File: config.mk
export PLATFORM = sky130hd
export DESIGN_NAME = mem_wb_stage_flat
export DESIGN_NICKNAME = d
export VERILOG_FILES = /design/src/rtl/mem_wb_stage_if.sv /design/src/rtl/mem_wb_stage.sv /design/src/flat_wrapper.sv
export SDC_FILE = /design/constraint.sdc
export NUM_CORES = 1
export LEC_CHECK = 0
export CAP_MARGIN = 20
export CELL_PAD_IN_SITES_DETAIL_PLACEMENT = 0
export CELL_PAD_IN_SITES_GLOBAL_PLACEMENT = 2
export CORE_MARGIN = 8
export CORE_UTILIZATION = 16
export DETAILED_ROUTE_END_ITERATION = 6
export GPL_ROUTABILITY_DRIVEN = 0
export GPL_TIMING_DRIVEN = 1
export PLACE_DENSITY_LB_ADDON = 0.08
export SYNTH_ARGS = -nofsm -noshare
export SYNTH_HDL_FRONTEND = slang
export SYNTH_SLANG_ARGS = --single-unit
File: constraint.sdc
create_clock -name clk_i -period 4.25 [get_ports clk_i]
set_input_delay 0.425 -clock clk_i [delete_from_list [all_inputs] [get_ports clk_i]]
set_output_delay 0.425 -clock clk_i [all_outputs]
set_load 0.01 [all_outputs]
File: src/rtl/mem_wb_stage_if.sv
// Data-memory request/acknowledge bus between the memory stage (master) and the data memory (slave).
// Address, direction and write data are held stable for as long as a request goes unacknowledged.
interface mem_wb_stage_if;
    logic        req;
    logic        we;
    logic [63:0] addr;
    logic [63:0] wdata;
    logic        ack;
    logic        err;
    logic [63:0] rdata;

    modport master (output req, we, addr, wdata, input ack, err, rdata);
    modport slave  (input req, we, addr, wdata, output ack, err, rdata);
endinterface

File: src/rtl/mem_wb_stage.sv
// Y86-64 memory stage and M->W pipeline register. Issues 8-byte loads/stores over a req/ack bus,
// stalls upstream while waiting, and reports range, bus-error and timeout faults as SADR.
module mem_wb_stage #(
    parameter int MEM_BYTES = 4096,
    parameter int TIMEOUT   = 16
) (
    input  logic                  clk_i,
    input  logic                  rst_i,
    input  logic [3:0]            M_icode_i,
    input  logic [2:0]            M_stat_i,
    input  logic [63:0]           M_valE_i,
    input  logic [63:0]           M_valA_i,
    input  logic [3:0]            M_dstE_i,
    input  logic [3:0]            M_dstM_i,
    mem_wb_stage_if.master        dmem,
    output logic [63:0]           m_valM_o,
    output logic [2:0]            m_stat_o,
    output logic                  m_busy_o,
    output logic [3:0]            W_icode_o,
    output logic [2:0]            W_stat_o,
    output logic [63:0]           W_valE_o,
    output logic [63:0]           W_valM_o,
    output logic [3:0]            W_dstE_o,
    output logic [3:0]            W_dstM_o
);
    localparam logic [3:0] I_NOP    = 4'h1;
    localparam logic [3:0] I_RMMOVQ = 4'h4;
    localparam logic [3:0] I_MRMOVQ = 4'h5;
    localparam logic [3:0] I_CALL   = 4'h8;
    localparam logic [3:0] I_RET    = 4'h9;
    localparam logic [3:0] I_PUSHQ  = 4'hA;
    localparam logic [3:0] I_POPQ   = 4'hB;
    localparam logic [2:0] S_AOK    = 3'd1;
    localparam logic [2:0] S_ADR    = 3'd3;
    localparam logic [3:0] R_NONE   = 4'hF;
    localparam int         CW       = $clog2(TIMEOUT) + 1;
    localparam logic [63:0] ADDR_MAX = 64'(MEM_BYTES - 8);

    typedef enum logic {ST_IDLE, ST_WAIT} state_t;

    state_t          r_state, w_state_nxt;
    logic [CW-1:0]   r_wait_cnt, w_wait_cnt_nxt;
    logic            w_is_read, w_is_write, w_enabled, w_range_fault, w_timeout_hit;
    logic            w_req, w_done;
    logic [63:0]     w_addr;

    assign w_is_read  = (M_icode_i == I_MRMOVQ) || (M_icode_i == I_POPQ) || (M_icode_i == I_RET);
    assign w_is_write = (M_icode_i == I_RMMOVQ) || (M_icode_i == I_PUSHQ) || (M_icode_i == I_CALL);
    assign w_addr     = ((M_icode_i == I_POPQ) || (M_icode_i == I_RET)) ? M_valA_i : M_valE_i;

    // A fault already sitting in W blocks further memory side effects.
    assign w_enabled     = (w_is_read || w_is_write) && (M_stat_i == S_AOK) && (W_stat_o == S_AOK);
    assign w_range_fault = w_enabled && (w_addr > ADDR_MAX);
    assign w_timeout_hit = (r_state == ST_WAIT) && (r_wait_cnt == CW'(TIMEOUT - 1)) && !dmem.ack;
    assign w_req         = w_enabled && !w_range_fault && !w_timeout_hit && !rst_i;
    assign w_done        = w_req && dmem.ack;

    assign dmem.req   = w_req;
    assign dmem.we    = w_is_write;
    assign dmem.addr  = w_addr;
    assign dmem.wdata = M_valA_i;
    assign m_busy_o   = w_req && !dmem.ack;

    always_comb begin
        // NOTE: every combinational output gets a default first so no path can infer a latch.
        m_stat_o = M_stat_i;
        m_valM_o = '0;
        if (w_range_fault || w_timeout_hit || (w_done && dmem.err)) begin
            m_stat_o = S_ADR;
        end else if (w_done && w_is_read) begin
            m_valM_o = dmem.rdata;
        end
    end

    always_comb begin
        w_state_nxt    = r_state;
        w_wait_cnt_nxt = '0;
        case (r_state)
            ST_IDLE: if (w_req && !dmem.ack) w_state_nxt = ST_WAIT;
            ST_WAIT: begin
                if (dmem.ack || w_timeout_hit) w_state_nxt = ST_IDLE;
                else                           w_wait_cnt_nxt = r_wait_cnt + CW'(1);
            end
            default: w_state_nxt = ST_IDLE;
        endcase
    end

    // NOTE: sequential state uses non-blocking assignments so all registers sample the same cycle.
    always_ff @(posedge clk_i or posedge rst_i) begin
        if (rst_i) begin
            r_state    <= ST_IDLE;
            r_wait_cnt <= '0;
        end else begin
            r_state    <= w_state_nxt;
            r_wait_cnt <= w_wait_cnt_nxt;
        end
    end

    always_ff @(posedge clk_i or posedge rst_i) begin
        if (rst_i) begin
            W_icode_o <= I_NOP;
            W_stat_o  <= S_AOK;
            W_valE_o  <= '0;
            W_valM_o  <= '0;
            W_dstE_o  <= R_NONE;
            W_dstM_o  <= R_NONE;
        end else if (W_stat_o == S_AOK) begin
            if (m_busy_o) begin
                W_icode_o <= I_NOP;
                W_stat_o  <= S_AOK;
                W_valE_o  <= '0;
                W_valM_o  <= '0;
                W_dstE_o  <= R_NONE;
                W_dstM_o  <= R_NONE;
            end else begin
                W_icode_o <= M_icode_i;
                W_stat_o  <= m_stat_o;
                W_valE_o  <= M_valE_i;
                W_valM_o  <= m_valM_o;
                W_dstE_o  <= M_dstE_i;
                W_dstM_o  <= M_dstM_i;
            end
        end
    end
endmodule

File: src/flat_wrapper.sv
// flat-port wrapper written by rule: the top's interface ports become plain ports
module mem_wb_stage_flat 
#(
    parameter int MEM_BYTES = 4096,
    parameter int TIMEOUT   = 16
)
  (clk_i, rst_i, M_icode_i, M_stat_i, M_valE_i, M_valA_i, M_dstE_i, M_dstM_i, m_valM_o, m_stat_o, m_busy_o, W_icode_o, W_stat_o, W_valE_o, W_valM_o, W_dstE_o, W_dstM_o, dmem_req, dmem_we, dmem_addr, dmem_wdata, dmem_ack, dmem_err, dmem_rdata);
  mem_wb_stage_if dmem_i ();
  input  logic clk_i;
  input  logic rst_i;
  input  logic [3:0] M_icode_i;
  input  logic [2:0] M_stat_i;
  input  logic [63:0] M_valE_i;
  input  logic [63:0] M_valA_i;
  input  logic [3:0] M_dstE_i;
  input  logic [3:0] M_dstM_i;
  output logic [63:0] m_valM_o;
  output logic [2:0] m_stat_o;
  output logic m_busy_o;
  output logic [3:0] W_icode_o;
  output logic [2:0] W_stat_o;
  output logic [63:0] W_valE_o;
  output logic [63:0] W_valM_o;
  output logic [3:0] W_dstE_o;
  output logic [3:0] W_dstM_o;
  output wire logic [$bits(dmem_i.req)-1:0] dmem_req;
  output wire logic [$bits(dmem_i.we)-1:0] dmem_we;
  output wire logic [$bits(dmem_i.addr)-1:0] dmem_addr;
  output wire logic [$bits(dmem_i.wdata)-1:0] dmem_wdata;
  input wire logic [$bits(dmem_i.ack)-1:0] dmem_ack;
  input wire logic [$bits(dmem_i.err)-1:0] dmem_err;
  input wire logic [$bits(dmem_i.rdata)-1:0] dmem_rdata;
  assign dmem_req = dmem_i.req;
  assign dmem_we = dmem_i.we;
  assign dmem_addr = dmem_i.addr;
  assign dmem_wdata = dmem_i.wdata;
  assign dmem_i.ack = dmem_ack;
  assign dmem_i.err = dmem_err;
  assign dmem_i.rdata = dmem_rdata;
  mem_wb_stage #(.MEM_BYTES(MEM_BYTES), .TIMEOUT(TIMEOUT)) u_core (.clk_i(clk_i), .rst_i(rst_i), .M_icode_i(M_icode_i), .M_stat_i(M_stat_i), .M_valE_i(M_valE_i), .M_valA_i(M_valA_i), .M_dstE_i(M_dstE_i), .M_dstM_i(M_dstM_i), .dmem(dmem_i), .m_valM_o(m_valM_o), .m_stat_o(m_stat_o), .m_busy_o(m_busy_o), .W_icode_o(W_icode_o), .W_stat_o(W_stat_o), .W_valE_o(W_valE_o), .W_valM_o(W_valM_o), .W_dstE_o(W_dstE_o), .W_dstM_o(W_dstM_o));
endmodule
# [After elaboration in Yosys (flattened, before gate mapping)]
# Index checks and enable logic that the tools add are counted.
[totals] regBits=149 inputBits=211 elab_cells=60
[classes] add_sub_neg=1 order_cmp=1 n_eq_ne=9 mux=15 bitwise=1 reduce_logical=25
[op_table] operator="64-bit two-way mux" count=5
[op_table] operator="64-bit by 12-bit greater-than comparator with 1-bit output (second input constant)" count=1
[op_table] operator="4-bit equality test (second input constant)" count=4
[op_table] operator="1-bit logical AND" count=12
[op_table] operator="4-bit two-way mux" count=3
[op_table] operator="5-bit two-way mux" count=2
[op_table] operator="1-bit logical OR" count=9
[op_table] operator="4-bit by 3-bit equality test with 1-bit output (second input constant)" count=2
[op_table] operator="3-bit by 1-bit equality test with 1-bit output (second input constant)" count=2
[op_table] operator="3-bit two-way mux" count=2
[op_table] operator="5-bit by 1-bit adder with 5-bit output (second input constant)" count=1
[op_table] operator="5-bit by 4-bit equality test with 1-bit output (second input constant)" count=1
[op_table] operator="1-bit zero test" count=4
[op_table] operator="1-bit two-way mux" count=2
[op_table] operator="1-bit one-hot mux with 2 select lines" count=1
[op_table] operator="1-bit inverter" count=1

# [Logic depth before layout (Yosys ltp)]
[logic_depth] ltp_word=16 mapped_depth=9

# [Least setup slack after synthesis]
# OpenSTA, ideal clock, no wires.
[synth_path] path_kind="register to output" startpoint="reg u_core.r_wait_cnt[0]" endpoint="out m_valM_o[10]" arrival_ps=2256 t_required_ps=3825 path_slack_ps=1569 stages_incl_launch_ff=10 path_buffers=1 cell_sequence="dfrtp_1 -> ha_1 -> and3_1 -> ha_1 -> and3b_1 -> a31o_2 -> nor2_1 -> clkbuf_1 -> nand2_1 -> nor2_1"
[synth_via] elab_chain_len=10
[synth_lines] item="start: declaration" line="mem_wb_stage.sv:42" source="logic [CW-1:0] r_wait_cnt, w_wait_cnt_nxt;"
[synth_lines] item="start signal: assignment" line="mem_wb_stage.sv:95" source="r_wait_cnt <= w_wait_cnt_nxt;"
[synth_lines] item="5-bit by 4-bit equality test with 1-bit output *" line="mem_wb_stage.sv:54" source="assign w_timeout_hit = (r_state == ST_WAIT) && (r_wait_cnt == CW'(TIMEOUT - 1)) && !dmem.ack;"
[synth_lines] item="1-bit logical AND * (2 in series)" line="mem_wb_stage.sv:54"
[synth_lines] item="1-bit zero test" line="mem_wb_stage.sv:55" source="assign w_req = w_enabled && !w_range_fault && !w_timeout_hit && !rst_i;"
[synth_lines] item="1-bit logical AND (2 in series)" line="mem_wb_stage.sv:55"
[synth_lines] item="1-bit logical AND" line="mem_wb_stage.sv:56" source="assign w_done = w_req && dmem.ack;"
[synth_lines] item="1-bit logical AND (on tied branches)" line="mem_wb_stage.sv:70, mem_wb_stage.sv:68"
[synth_lines] item="64-bit two-way mux or 1-bit logical OR (tied branches)" line="mem_wb_stage.sv:70, mem_wb_stage.sv:68"
[synth_lines] item="64-bit two-way mux *" line="mem_wb_stage.sv:68" source="if (w_range_fault || w_timeout_hit || (w_done && dmem.err)) begin"
[synth_lines] item="end: declaration" line="flat_wrapper.sv:17" source="output logic [63:0] m_valM_o;"
# Every way passes the cells marked *; elsewhere a longest branch is shown, timed or not.

# [Worst setup path after layout]
[layout_path] startpoint="in M_valA_i[19]" endpoint="out m_stat_o[1]"
[layout_via] elab_chain_len=11
[layout_lines] item="start: declaration" line="flat_wrapper.sv:14" source="input logic [63:0] M_valA_i;"
[layout_lines] item="64-bit two-way mux *" line="mem_wb_stage.sv:49" source="assign w_addr = ((M_icode_i == I_POPQ) || (M_icode_i == I_RET)) ? M_valA_i : M_valE_i;"
[layout_lines] item="64-bit by 12-bit greater-than comparator with 1-bit output *" line="mem_wb_stage.sv:53" source="assign w_range_fault = w_enabled && (w_addr > ADDR_MAX);"
[layout_lines] item="1-bit logical AND *" line="mem_wb_stage.sv:53"
[layout_lines] item="1-bit zero test" line="mem_wb_stage.sv:55"
[layout_lines] item="1-bit logical AND (3 in series)" line="mem_wb_stage.sv:55"
[layout_lines] item="1-bit logical AND" line="mem_wb_stage.sv:56"
[layout_lines] item="1-bit logical AND" line="mem_wb_stage.sv:68"
[layout_lines] item="1-bit logical OR *" line="mem_wb_stage.sv:68"
[layout_lines] item="3-bit two-way mux *" line="mem_wb_stage.sv:68"
[layout_lines] item="end: declaration" line="flat_wrapper.sv:18" source="output logic [2:0] m_stat_o;"
# Marked as above.

==> flow_results.xml <==
<?xml version="1.0" encoding="UTF-8"?>
<metrics>
  <group name="place">
    <metric name="io_buffer_count" unit="">551</metric>
    <metric name="dpl_worst_slack" unit="ns">0.3392</metric>
    <metric name="place_hpwl" unit="um">40330</metric>
  </group>
  <group name="finish">
    <metric name="finish.utilization" unit="%">29.05</metric>
    <metric name="final_common_cell" unit="">sky130_fd_sc_hd__clkdlybuf4s50_1</metric>
    <metric name="post_route_cells_drive_above_1_share" unit="%">7.347</metric>
    <metric name="area_growth" unit="%">79.71</metric>
    <metric name="commonest_non_fill_non_tap_cells_in_the_layout" unit="">sky130_fd_sc_hd__clkdlybuf4s50_1 (551), sky130_fd_sc_hd__nand2_1 (459), sky130_fd_sc_hd__dfrtp_1 (139)</metric>
    <metric name="design.final.nets" unit="">1739</metric>
  </group>
  <group name="pwr">
    <metric name="leakage" unit="uW">0.005943</metric>
    <metric name="peakVddDrop" unit="mV">0.2702</metric>
    <metric name="fin_total_pwr" unit="uW">3647</metric>
    <metric name="power.density_cell_area" unit="nW/um^2">250.7</metric>
  </group>
  <group name="clock_tree">
    <metric name="clk_root_buffer_cell" unit="">sky130_fd_sc_hd__clkbuf_16</metric>
    <metric name="clock_latency" unit="ns">0.47</metric>
    <metric name="ctsHtreeMaxLevel" unit="">4</metric>
    <metric name="post_cts.resized_instances" unit="">0</metric>
    <metric name="post_cts_buffers" unit="">0</metric>
    <metric name="clock-sinks" unit="">149</metric>
    <metric name="clock_transition_at_the_registers_of_the_reported_paths" unit="ns">0.06</metric>
    <metric name="cts_hold_repair.buffers" unit="">0</metric>
    <metric name="tritoncts_clock_tree" unit="">built</metric>
    <metric name="clock_path_buffers" unit="">2</metric>
    <metric name="cts-buffers-inserted" unit="">17</metric>
  </group>
  <group name="worst_setup_path">
    <metric name="critical_path_arrival" unit="ns">3.43</metric>
    <metric name="worst_setup_path_startpoint" unit="">M_valA_i[19]</metric>
    <metric name="cpPeakStageDelay" unit="ns">0.64</metric>
    <metric name="critical-path-slowest-cell" unit="">sky130_fd_sc_hd__clkdlybuf4s50_1</metric>
    <metric name="path_class" unit="">in -&gt; out</metric>
    <metric name="timing.critical_path.cells" unit="">clkdlybuf4s50_1 -&gt; nor4_1 -&gt; buf_4 -&gt; nand4_1 -&gt; o311ai_0 -&gt; o32ai_1 -&gt; or4_1 -&gt; clkdlybuf4s50_1</metric>
    <metric name="worstSetupEndpointType" unit="">output port</metric>
    <metric name="timing.critical_path.required" unit="ns">3.83</metric>
    <metric name="timing.critical_path.fanout_max" unit="">3</metric>
    <metric name="reg2reg_from" unit="">u_core.W_stat_o[0]</metric>
    <metric name="crit_path_launch_type" unit="">input pin</metric>
    <metric name="worst_path_most_repeated_cell" unit="">sky130_fd_sc_hd__clkdlybuf4s50_1</metric>
  </group>
  <group name="timing">
    <metric name="timing.max_slew.rel_slack" unit="%">35.13</metric>
    <metric name="clock_skew" unit="ns">0.005133</metric>
    <metric name="slew_viol_final" unit="">0</metric>
    <metric name="worstMarginPinSlew" unit="ns">0.9688</metric>
    <metric name="achievable-frequency" unit="MHz">259.1</metric>
    <metric name="finalCritPeriodShare" unit="%">90.79</metric>
    <metric name="final_period_minus_worst_setup_slack" unit="ns">3.859</metric>
    <metric name="setup_viol" unit="">0</metric>
    <metric name="postLayoutSetupSlackWorst" unit="ns">0.3912</metric>
    <metric name="hold_viol_final" unit="">0</metric>
    <metric name="totalNegativeSetupSlack" unit="ns">0</metric>
    <metric name="rsz0062_at_grt" unit="">false</metric>
  </group>
  <group name="die">
    <metric name="row_count" unit="">82</metric>
    <metric name="chipHeight" unit="um">240.9</metric>
    <metric name="boundaryPins" unit="">552</metric>
    <metric name="design.core.area" unit="sq um">50070</metric>
    <metric name="floorplan.die.width" unit="um">240.9</metric>
    <metric name="fp.dieArea" unit="sq um">58030</metric>
    <metric name="starting_utilization_of_the_core_area" unit="%">16.16</metric>
  </group>
  <group name="global_route">
    <metric name="grt-ovfl-total" unit="">0</metric>
    <metric name="antenna_found_initial" unit="">3</metric>
    <metric name="via_count_of_the_first_global_routing_pass" unit="">9404</metric>
    <metric name="first_pass_grt_wire_length" unit="um">70260</metric>
    <metric name="grt_start_max_net_pins" unit="">75</metric>
    <metric name="track_usage" unit="%">17.00</metric>
  </group>
  <group name="min_path">
    <metric name="hold_class" unit="">reg -&gt; reg</metric>
    <metric name="min_from" unit="">u_core.r_wait_cnt[0]</metric>
  </group>
  <group name="synthesis">
    <metric name="ys_async_rst_share" unit="%">100.0</metric>
    <metric name="leading_area_contributor_after_synthesis" unit="">sky130_fd_sc_hd__dfrtp_1</metric>
    <metric name="synth-edff-count" unit="">0</metric>
    <metric name="yosysUniqueCellTypes" unit="">46</metric>
    <metric name="synthesis.yosys.warnings" unit="">0</metric>
    <metric name="syn-instance-count" unit="">1064</metric>
    <metric name="ys_ff_latch" unit="">149</metric>
    <metric name="synth_seq_area_share" unit="%">46.23</metric>
    <metric name="synth_top_area_share" unit="%">42.98</metric>
    <metric name="main_area_contributors_after_synthesis" unit="">sky130_fd_sc_hd__dfrtp_1 (43%), sky130_fd_sc_hd__nand2_1 (21%), sky130_fd_sc_hd__o21ai_0 (6.9%)</metric>
    <metric name="synth_nets" unit="">1277</metric>
    <metric name="synth-main-ff-cell" unit="">sky130_fd_sc_hd__dfrtp_1</metric>
    <metric name="syn_area_per_cell" unit="sq um">7.606</metric>
    <metric name="post_synth_instance_area" unit="sq um">8093</metric>
  </group>
  <group name="routing">
    <metric name="wirelength" unit="um">50450</metric>
    <metric name="dr.first_iter.drc_count" unit="">316</metric>
    <metric name="drc_violation_count_after_routing" unit="">0</metric>
    <metric name="routedWlPerCell" unit="um">22.80</metric>
    <metric name="routed-via-count" unit="">8811</metric>
    <metric name="detail_route.first_pass.iterations" unit="">4</metric>
    <metric name="drtAntennaViolNets" unit="">0</metric>
    <metric name="detail_route.vias_per_cell" unit="">3.981</metric>
  </group>
  <group name="job">
    <metric name="cap_violations" unit="">0</metric>
  </group>
  <group name="run_status">
    <metric name="status" unit="">complete, no violations</metric>
  </group>
</metrics>
## per-stage QoR
step	std cells	hold slack [ns]	instance area, sq um
final	2213	0.4583	14540
after global routing	2212	0.4740	14540
after CTS	2210	0.4607	14540
after detailed placement	2179	0.4521	13960
after global placement	2179	0.4506	13960
after floorplan	1064	0.4329	8097
## critical path, delay by kind of cell
kind	cells	cell delay, ns
buf+inv	3	1.40
simple gates	3	1.10
compound gates	2	0.50
## worst paths after layout
path | to | slack [ns] | cells after the start
setup reg to reg | u_core.W_stat_o[2] | 1.55 | 5
hold reg to reg | u_core.r_wait_cnt[0] | 0.46 | 1
min in group asynchronous | u_core.W_stat_o[1] | 0.53 | 2
max in group asynchronous | u_core.W_valE_o[57] | 2.90 | 3
setup / recovery | m_stat_o[1] | 0.39 | 8
hold / removal | u_core.r_wait_cnt[0] | 0.46 | 1
## cells by family (layout without fill, tap and decap cells)
family                     count (synthesis)  count (layout)  synth area share (%)
AOI/OAI and AO/OA                        155             155                 11.70
xor gates and xnor gates                   2               2                0.2165
adders and majority gates                  2               2                0.3092
buffers and inverters                    135             609                 10.16
DFF                                      149             149                 46.23
other                                      0               3                     0
and+or+nand+nor                          621             621                 31.39
## cell usage after synthesis (3+ instances only)
| cell type | instances |
|---|---|
| sky130_fd_sc_hd__inv_1 | 4 |
| sky130_fd_sc_hd__nand4_1 | 8 |
| sky130_fd_sc_hd__o21ai_0 | 111 |
| sky130_fd_sc_hd__nand2_1 | 459 |
| sky130_fd_sc_hd__nor4_1 | 25 |
| sky130_fd_sc_hd__a31o_2 | 3 |
| sky130_fd_sc_hd__nand3_1 | 7 |
| sky130_fd_sc_hd__buf_2 | 3 |
| sky130_fd_sc_hd__buf_4 | 64 |
| sky130_fd_sc_hd__dfstp_2 | 10 |
| sky130_fd_sc_hd__dfrtp_1 | 139 |
| sky130_fd_sc_hd__o21ai_2 | 21 |
| sky130_fd_sc_hd__a21oi_1 | 3 |
| sky130_fd_sc_hd__nand2b_1 | 3 |
| sky130_fd_sc_hd__clkbuf_1 | 51 |
| sky130_fd_sc_hd__clkbuf_2 | 7 |
| sky130_fd_sc_hd__a21oi_2 | 9 |
| sky130_fd_sc_hd__nor2_1 | 98 |
| sky130_fd_sc_hd__buf_6 | 4 |
| sky130_fd_sc_hd__nor3_1 | 3 |
## flip-flops by register name (all words and copies together) (netlist names)
name               cells
u_core.W_dstE_o        4
u_core.W_dstM_o        4
u_core.W_icode_o       4
u_core.W_stat_o        3
u_core.W_valE_o       64
u_core.W_valM_o       64
u_core.r_state         1
u_core.r_wait_cnt      5
## cell type report
class	count	area, sq um
flip-flops and latches	149	3741
diodes	3	7.507
multi-input cells	780	3580
clock buffers	19	452.9
repair buffers	574	5776
inverters	4	18.77
well taps	672	840.8
fillers	5536	35520
clock inverters	12	127.6
## report_power, final
part	total (uW)	internal [uW]	leakage [uW]	switching, uW
Clock	1560	889	0.000279	675
Sequential	1430	1430	0.00136	2.24
Combinational	654	351	0.00430	303
Total	3650	2670	0.00594	981
## layer usage
layer,routed length (um),GRT usage (%)
met2,25870,29.63
met4,911,5.408
met3,3988,6.142
met1,19680,19.19
met5,0,0
Power figures use the tool's default switching activity.
